<file path="src/rtl/usb_rx_rcu.sv">
// usb_rx_rcu: receive control unit for the USB full-speed RX path.
// Checks the SYNC byte, strobes one FIFO write per data byte, and separates
// clean end-of-packet from errors. r_error stays set until the next packet
// starts.
// Optional feature macro: USB_RX_RCU_BYTE_CNT_EN adds the byte_cnt output, a
// saturating count of the data bytes written in the current packet.
module usb_rx_rcu #(
  parameter int                 DATA_W    = 8,
  parameter logic [DATA_W-1:0]  SYNC_BYTE = 'h80
) (
  input  logic              clk,
  input  logic              rst,
  input  logic              d_edge,
  input  logic              eop,
  input  logic              shift_enable,
  input  logic              byte_received,
  input  logic [DATA_W-1:0] rcv_data,
  output logic              rcving,
  output logic              w_enable,
`ifdef USB_RX_RCU_BYTE_CNT_EN
  output logic [7:0]        byte_cnt,
`endif
  output logic              r_error
);

  typedef enum logic [3:0] {
    IDLE, START, CHK_SYNC, RCV_BITS, STORE, BYTE_DONE,
    EOP_WAIT, ERR_WAIT, ERR_EOP, EIDLE
  } state_t;

  state_t state, nxt;

  // Next-state selection; outputs are registered from it so they always
  // reflect the state register and never follow an input combinationally.
  always_comb begin
    nxt = state;
    case (state)
      IDLE:      if (d_edge) nxt = START;
      START:     if (byte_received) nxt = CHK_SYNC;
      CHK_SYNC:  nxt = (rcv_data == SYNC_BYTE) ? RCV_BITS : ERR_WAIT;
      // A completed byte wins over a same-cycle EOP sample.
      RCV_BITS:  if (byte_received) nxt = STORE;
                 else if (shift_enable && eop) nxt = ERR_WAIT;
      STORE:     nxt = BYTE_DONE;
      BYTE_DONE: if (shift_enable) nxt = eop ? EOP_WAIT : RCV_BITS;
      EOP_WAIT:  if (d_edge) nxt = IDLE;
      ERR_WAIT:  if (shift_enable && eop) nxt = ERR_EOP;
      ERR_EOP:   if (d_edge) nxt = EIDLE;
      EIDLE:     if (d_edge) nxt = START;
      default:   nxt = IDLE;
    endcase
  end

  // State register and Moore outputs decoded from the state being entered.
  always_ff @(posedge clk or posedge rst) begin
    if (rst) begin
      state    <= IDLE;
      rcving   <= 1'b0;
      w_enable <= 1'b0;
      r_error  <= 1'b0;
    end else begin
      state    <= nxt;
      rcving   <= (nxt != IDLE) && (nxt != EIDLE);
      w_enable <= (nxt == STORE);
      r_error  <= (nxt == ERR_WAIT) || (nxt == ERR_EOP) || (nxt == EIDLE);
    end
  end

`ifdef USB_RX_RCU_BYTE_CNT_EN
  // Bytes stored this packet: cleared at packet start, saturates at 255,
  // and held after EOP so it can be read out between packets.
  always_ff @(posedge clk or posedge rst) begin
    if (rst)
      byte_cnt <= 8'd0;
    else if (nxt == START && state != START)
      byte_cnt <= 8'd0;
    else if (state == STORE && byte_cnt != 8'hFF)
      byte_cnt <= byte_cnt + 8'd1;
  end
`endif

endmodule
</file>
<file path="config.mk">
export PLATFORM = sky130hd
export DESIGN_NAME = usb_rx_rcu
export DESIGN_NICKNAME = d
export VERILOG_FILES = /design/src/rtl/usb_rx_rcu.sv
export SDC_FILE = /design/constraint.sdc
export NUM_CORES = 1
export LEC_CHECK = 0
export CAP_MARGIN = 10
export CORE_AREA = 2 2 39 41
export CTS_CLUSTER_SIZE = 14
export DETAILED_ROUTE_END_ITERATION = 12
export DIE_AREA = 0 0 41 43
export PLACE_DENSITY = 0.64
export REMOVE_ABC_BUFFERS = 1
export SLEW_MARGIN = 5
export SYNTH_ARGS = -nofsm -noshare
export SYNTH_HDL_FRONTEND = slang
export SYNTH_SLANG_ARGS = --single-unit
</file>
<file path="constraint.sdc">
create_clock -name clk -period 1.52 [get_ports clk]
set_input_delay 0.228 -clock clk [delete_from_list [all_inputs] [get_ports clk]]
set_output_delay 0.228 -clock clk [all_outputs]
set_load 0.01 [all_outputs]
</file>
---- Word level (Yosys, flattened, before mapping) ----
Index checks and enable logic that the tools add are counted.
operators by class
  shifts and indexed selects .............. 0
  $add $sub $neg .......................... 0
  reductions and logical operators ........ 7
  equality and inequality tests ........... 15
  multiply operators ...................... 0
  divide/modulo/power cells ............... 0
  mux-type cells .......................... 11
  bitwise gates (word level) .............. 0
  $lt $le $gt $ge ......................... 0
operators by type and width
  cell                                                                   count
  4-bit one-hot mux with 9 select lines                                  1
  4-bit 2-to-1 mux                                                       8
  4-bit by 3-bit equality test with 1-bit output, second input constant  6
  4-bit equality test, second input constant                             4
  4-bit by 2-bit equality test with 1-bit output, second input constant  2
  8-bit equality test, second input constant                             1
  3-bit 2-to-1 mux                                                       2
  4-bit by 1-bit equality test with 1-bit output, second input constant  1
  4-bit logical NOT                                                      1
  4-bit != test, second input constant                                   1
  4-bit nonzero test                                                     1
  1-bit logical AND                                                      2
  1-bit logical OR                                                       2
  2-bit OR reduction                                                     1
storage, ports and cells
  memory bits (read-only) ................. 0
  logic and storage cells ................. 37
  memories ................................ 0
  bits in latches ......................... 0
  output and inout port bits .............. 3
  flip-flop bits (word level) ............. 7
  RAM bits ................................ 0
  input port bits ......................... 14

---- Longest topological paths before layout ----
Gate-level depths: netlist (run 1).
  depth after elaboration ................. 7
  mapped depth ............................ 6
  mapped depth without buffers ............ 5

---- Worst setup path before layout (run 1) ----
OpenSTA, ideal clock, no wires.
  path kind ............................... reg2reg
  from .................................... register state[0]
  to ...................................... register rcving
  clock period less this slack ............ 1,395 ps
  cell stages (with the launch flop) ...... 7
  path buffers ............................ 1
  library setup time ...................... 139 ps
  required time ........................... 1,381 ps
  slack ................................... 125 ps
  arrival time ............................ 1,256 ps
  cells stage by stage .................... dfrtp_1 > buf_4 > and3_1 > o21ai_0 > a22oi_2 > inv_1 > o2111ai_2
on the way
  cells in the longest elaborated chain, start to end .. 5
  elaborated cells between the ends (all ways) .. 23
  those cells by class .................... 10 x eq/ne; 9 x mux; 4 x reduce/logical
RTL lines
  element                                                                  RTL line  text
  from (decl)                                                              31        state_t state, nxt;
  from (signal assigned)                                                   62        state <= nxt;
  4-bit equality test (tied with other cells)                              37        case (state)
  2-bit OR reduction (no line) / 4-bit 2-to-1 mux (equally long branches)  -
  4-bit one-hot mux with 9 select lines (*)                                37
  named net nxt[0]                                                         31
  4-bit != test / 4-bit nonzero test (equally long branches)               63        rcving <= (nxt != IDLE) && (nxt != EIDLE);
  1-bit logical AND (*)                                                    63
  to (signal assigned)                                                     63
  to (decl)                                                                18        output logic rcving,
The timed path passes the listed nets; every way through them passes the cells marked *.

---- Worst setup path after layout (run 1) ----
  from .................................... register state[0]
  to ...................................... register rcving
on the way
  cells in the longest elaborated chain, start to end .. 5
  elaborated cells between the ends (all ways) .. 23
  those cells by class .................... 10 x eq/ne; 9 x mux; 4 x reduce/logical
RTL lines
  element                                                                  RTL line
  4-bit equality test (tied with other cells)                              37
  2-bit OR reduction (no line) / 4-bit 2-to-1 mux (equally long branches)  -
  4-bit one-hot mux with 9 select lines (*)                                37
  4-bit != test / 4-bit nonzero test (equally long branches)               63
  1-bit logical AND (*)                                                    63
Mark *: on every way between the ends. The rest lies on a longest branch, timed or not.

==> results of run 1 <==
==> worst reg2reg max path, stage by stage, from the launching register on <==
cell	delay [ns]
dfrtp_2	0.42
buf_4	0.14
buf_4	0.14
nand2b_4	0.14
nand3b_1	0.12
o2111a_2	0.27
o2111ai_2	0.10
==> area by class of cell <==
cell class	count	area [µm²]
Clock buffer	4	26.28
Timing Repair Buffer	23	219.0
Fill cell	135	610.6
Inverter	6	22.52
Multi-Input combinational cell	35	306.5
Sequential cell	7	178.9
Tap cell	16	20.02
==> registers in the layout (all words and copies together), names as in the netlist <==
name      cells
w_enable      1
state         4
r_error       1
rcving        1
==> synth_stat cells (all sizes together), types with 2 or more instances <==
cell type / instances
buf: 2
dfrtp: 7
and3: 2
inv: 6
o21ai: 2
nor2: 2
a21oi: 2
nand2: 4
nand2b: 3
==> power by group through the flow <==
stage,clock network [mW],logic [mW],registers (mW)
after floorplan,0,0.428,0.337
after global placement,0,0.629,0.345
after detailed placement,0,0.640,0.342
after CTS,0.173,0.640,0.339
after global routing,0.189,0.886,0.348
final,0.166,0.812,0.336
==> final timing paths <==
kind                       depth (start not counted)          startpoint            endpoint  slack, ns
setup reg to reg                                   6  state[0]$_DFF_PP0_    rcving$_DFF_PP0_       0.06
hold reg to reg                                    1  state[3]$_DFF_PP0_  state[3]$_DFF_PP0_       0.72
min in group clk                                   5         rcv_data[1]  state[2]$_DFF_PP0_       0.52
setup / recovery                                   6  state[0]$_DFF_PP0_    rcving$_DFF_PP0_       0.06
hold / removal                                     2                 rst  state[1]$_DFF_PP0_       0.20
max in group asynchronous                          2                 rst  state[3]$_DFF_PP0_       1.10
==> kinds of logic (layout without fill, tap and decap cells) <==
| kind of cell | after synthesis | after routing | share of synthesized area |
|---|---|---|---|
| buffers and inverters | 8 | 33 | 0.07852 |
| and+or+nand+nor | 21 | 21 | 0.2958 |
| AOI/OAI and AO/OA | 13 | 13 | 0.2408 |
| DFF | 7 | 7 | 0.3665 |
| xor gates and xnor gates | 1 | 1 | 0.01833 |
==> metal layers <==
| layer | part of all wire | wire (µm) | global-route usage |
|---|---|---|---|
| met3 | 0.079 | 89 | 0.01571 |
| met1 | 0.40 | 455 | 0.1806 |
| met2 | 0.50 | 571 | 0.2219 |
| met4 | 0.012 | 14 | 0.08000 |
| met5 | 0 | 0 | 0 |
==> timing repair <==
action                     CTS  global route
resized for setup            5            17
setup endpoints to repair    3             3
setup buffers                0             3
pin swaps                    4             8
==> flow_summary.toml, run 1 <==
[synthesis]
synthFlopType = "dfrtp_1"
ys_ff_latch = 7
ys_types = 29
ys_warn_count = 0
yosysTopAreaCellShare = 0.3665
synth_area_leaders = "dfrtp_1 (37%), inv_1 (4.7%), nand2b_1 (3.9%), buf_4 (3.1%), nand2_1 (3.1%)"
syn_area_um2 = 478.0
yosys.area.top_type = "dfrtp_1"
ys_async_sr_fraction = 1.000
synthCells = 50
yosysSeqAreaShare = 0.3665
avgSynthCellArea_um2 = 9.559
synth_enable_flop_cells = 0

[routing]
drc = 0
via_per_inst = 5.264
final_antenna_net_count = 0
wl_mm = 1.131
post_drt_wl_per_cell_um = 12.43
vias = 479
first_pass_iters = 4
drt_iter0_drc = 4

[placed_design]
pre_cts_ws_ns = -0.3308
numPortBuffers = 16
dp_hpwl_um = 867.2
dp_cells = 84
place_area_um2 = 673.1
place.gp.congestion = 0.7436

[clock_network]
path_clk_slew_ns = 0.05
cts_buffers = 3
cts_tree = "built"
cts.root.buffer_cell = "clkbuf_4"
cts-hold-fix-buffers = 0
insertion_delay_ns = 0.25
ctsHtreeMaxLevel = 1
cts_buffer_depth = 2
cts.sinks = 7

[floorplan]
die_area_um2 = 1763
dieHeight_um = 43
core_um2 = 1384
ioPinCount = 17
initial_core_util = 0.3454
fp.dieW_um = 41
rows = 14

[critical_path]
critPathSlowestCell = "dfrtp_2"
cp-end-kind = "flop"
path_common_cell = "buf_4"
crit_family = "flip-flops"
crit_chain = "buf_4, buf_4, nand2b_4, nand3b_1, o2111a_2, o2111ai_2"
startpoint_type = "flop"
worstPathArrival_ns = 1.58
cp_data_required_time_ns = 1.63
crit_path_max_fanout = 4
crit_type = "reg2reg"
path_buf_inv = 2
slowest_delay_ns = 0.42

[timing]
period_share = 0.9621
setup_viol = 0
slew_headroom = 0.8012
slew_violations = 0
tightest_slew_ns = 0.2942
finalHoldViolations = 0
worst_slack_ns = 0.05762
fmaxAchievable_mhz = 683.8
fin_setup_tns_ns = 0
whs_ns = 0.1994
fin_skew_ns = 0.004677
min_period_ns = 1.462

[global_routing]
grt_pass1_vias = 439
overflow = 0
grt_pass1_wl_mm = 1.711
antenna_found_initial = 0
grt_usage = 0.1423
grt_max_degree = 10

[layout]
final_common_cell = "clkdlybuf4s50_1"
post-route-util = 0.5588
fin_nets = 90
antenna_cells = 0
layout_common_cells = "clkdlybuf4s50_1 (9), buf_4 (6), inv_1 (5)"
drive_above_1_share = 0.3600
syn_to_final_growth_pct = 61.78
fin_cells = 91
final_area_um2 = 773.2

[status]
status = "completed"

[pwr]
ir_worst_vdd_mv = 0.7356
finalPower_mw = 1.314
p_seq_frac = 0.256
p_int_mw = 0.7911
p_comb_frac = 0.618
swShare = 0.3980
powerDensity_nw_per_um2 = 1699
power_switching_mw = 0.5229
p_leak_nw = 0.3593
power.share.clock = 0.126

[flow_run]
cap_violations = 0

[worst_hold_path]
hold_class = "in2async"
(Power assumes the default switching activity.)
==> run 2: changes to the inputs <==
- clock period: 1.52 -> 1.4 ns (I/O delays scaled with it)
==> flow_summary.toml, run 2 (synthesized netlist as in run 1, its figures left out) <==
[timing]
fin_setup_tns_ns = 0
rsz0062_at_grt = "yes"
fmaxAchievable_mhz = 714.7
period_share = 0.9994
finalHoldViolations = 0
min_period_ns = 1.399
tightest_slew_ns = 0.2584
slew_headroom = 0.8275
fin_skew_ns = 0.001846
slew_violations = 0
setup_viol = 0

[critical_path]
cp_data_required_time_ns = 1.51
r2r_start = "state[1]$_DFF_PP0_"
cp-end-kind = "flop"
crit_path_max_fanout = 8
r2r_end = "rcving$_DFF_PP0_"
worstPathArrival_ns = 1.51
crit_type = "reg2reg"
cp-startpoint = "state[1]$_DFF_PP0_"
startpoint_type = "flop"
r2r_slack_ns = 0.0008
rr_worst_depth = 4

[layout]
top_register = "state"
largest_reg_flops = 4
fin_nets = 90
syn_to_final_growth_pct = 61.26
final_common_cell = "clkdlybuf4s50_1"
antenna_cells = 0
drive_above_1_share = 0.4400
layout_common_cells = "clkdlybuf4s50_1 (8), dlygate4sd2_1 (7), buf_4 (7)"

[worst_hold_path]
hold_class = "in2async"

[global_routing]
grt_max_degree = 9
antenna_found_initial = 0
grt_usage = 0.1431
grt_pass1_wl_mm = 1.773
overflow = 0
grt_pass1_vias = 475

[pwr]
powerDensity_nw_per_um2 = 1824
p_seq_frac = 0.282
finalPower_mw = 1.406
swShare = 0.4057
ir_worst_vdd_mv = 1.136
power.share.clock = 0.126
power_switching_mw = 0.5703
p_int_mw = 0.8355
p_leak_nw = 0.3352
p_comb_frac = 0.592

[routing]
wl_mm = 1.093
via_per_inst = 5.165
vias = 470
drt_iter0_drc = 6
final_antenna_net_count = 0
drc = 0
first_pass_iters = 2
post_drt_wl_per_cell_um = 12.01

[flow_run]
cap_violations = 0

[clock_network]
path_clk_slew_ns = 0.05
ctsHtreeMaxLevel = 1
cts.root.buffer_cell = "clkbuf_4"
cts_buffers = 3
cts_tree = "built"
cts.sinks = 7
cts_buffer_depth = 2
insertion_delay_ns = 0.24

[placed_design]
place.gp.congestion = 0.7122
dp_hpwl_um = 859.5
numPortBuffers = 16

[floorplan]
fp.dieW_um = 41
rows = 14
ioPinCount = 17
initial_core_util = 0.3454
core_um2 = 1384
dieHeight_um = 43
die_area_um2 = 1763

[status]
status = "completed"
run 2: critical path: stages, from the launching register on:
cell       delay, ns
dfrtp_2         0.47
and2b_2         0.26
a211oi_2        0.17
o221a_2         0.27
o2111ai_2       0.10
run 2: per-layer routing:
layer | vias up | wire length (µm) | global-route usage | part of all wire
met1 | 224 | 464 | 0.1633 | 0.42
met2 | 13 | 555 | 0.2594 | 0.51
met5 | - | 0 | 0 | 0
met4 | 0 | 0 | 0.04000 | 0
li1 | 233 | - | - | -
met3 | 0 | 73 | 0.01571 | 0.067
run 2: worst max path at each step:
stage / endpoint / slack [ns] / cells after the start
after floorplan: rcving$_DFF_PP0_ / 0.001 / 5
after global placement: rcving$_DFF_PP0_ / -0.40 / 5
after detailed placement: rcving$_DFF_PP0_ / -0.42 / 5
after CTS: rcving$_DFF_PP0_ / -0.002 / 6
after global routing: w_enable$_DFF_PP0_ / -0.07 / 5
final: rcving$_DFF_PP0_ / 0.0008 / 4
run 2: area by class of cell:
type / instances / area [µm²]
Multi-Input combinational cell: 35 / 317.8
Inverter: 6 / 22.52
Fill cell: 138 / 613.1
Clock buffer: 4 / 26.28
Timing Repair Buffer: 23 / 203.9
Tap cell: 16 / 20.02
Sequential cell: 7 / 180.2
run 2: power groups by stage:
stage               sequential, mW  combinational (mW)  clock, mW
floorplan                    0.366               0.464          0
global placement             0.372               0.708          0
detailed placement           0.370               0.715          0
CTS                          0.384               0.805      0.184
global route                 0.411               0.920      0.196
finish                       0.396               0.833      0.177
run 2: metrics by stage:
| step | utilization | cell area [µm²] | setup WS, ns | hold WS (ns) | instances |
|---|---|---|---|---|---|
| 2_1_floorplan | - | 462.9 | 0.001095 | 0.01340 | 48 |
| 3_3_place_gp | 0.4973 | 688.2 | -0.4041 | 0.4526 | 86 |
| 3_5_place_dp | 0.4973 | 688.2 | -0.4209 | 0.4555 | 86 |
| 4_1_cts | 0.5380 | 744.5 | -0.002080 | 0.1902 | 91 |
| 5_1_grt | 0.5570 | 770.7 | -0.07031 | 0.2422 | 91 |
| 6_report | 0.5570 | 770.7 | 0.0008111 | 0.1860 | 91 |
run 2: timing repair:
item / CTS / global route
resized for setup: 22 / 7
buffers inserted: 1 / 0
pin swaps: 9 / 3
hold buffers: 0 / 0
setup endpoints to repair: 4 / 3
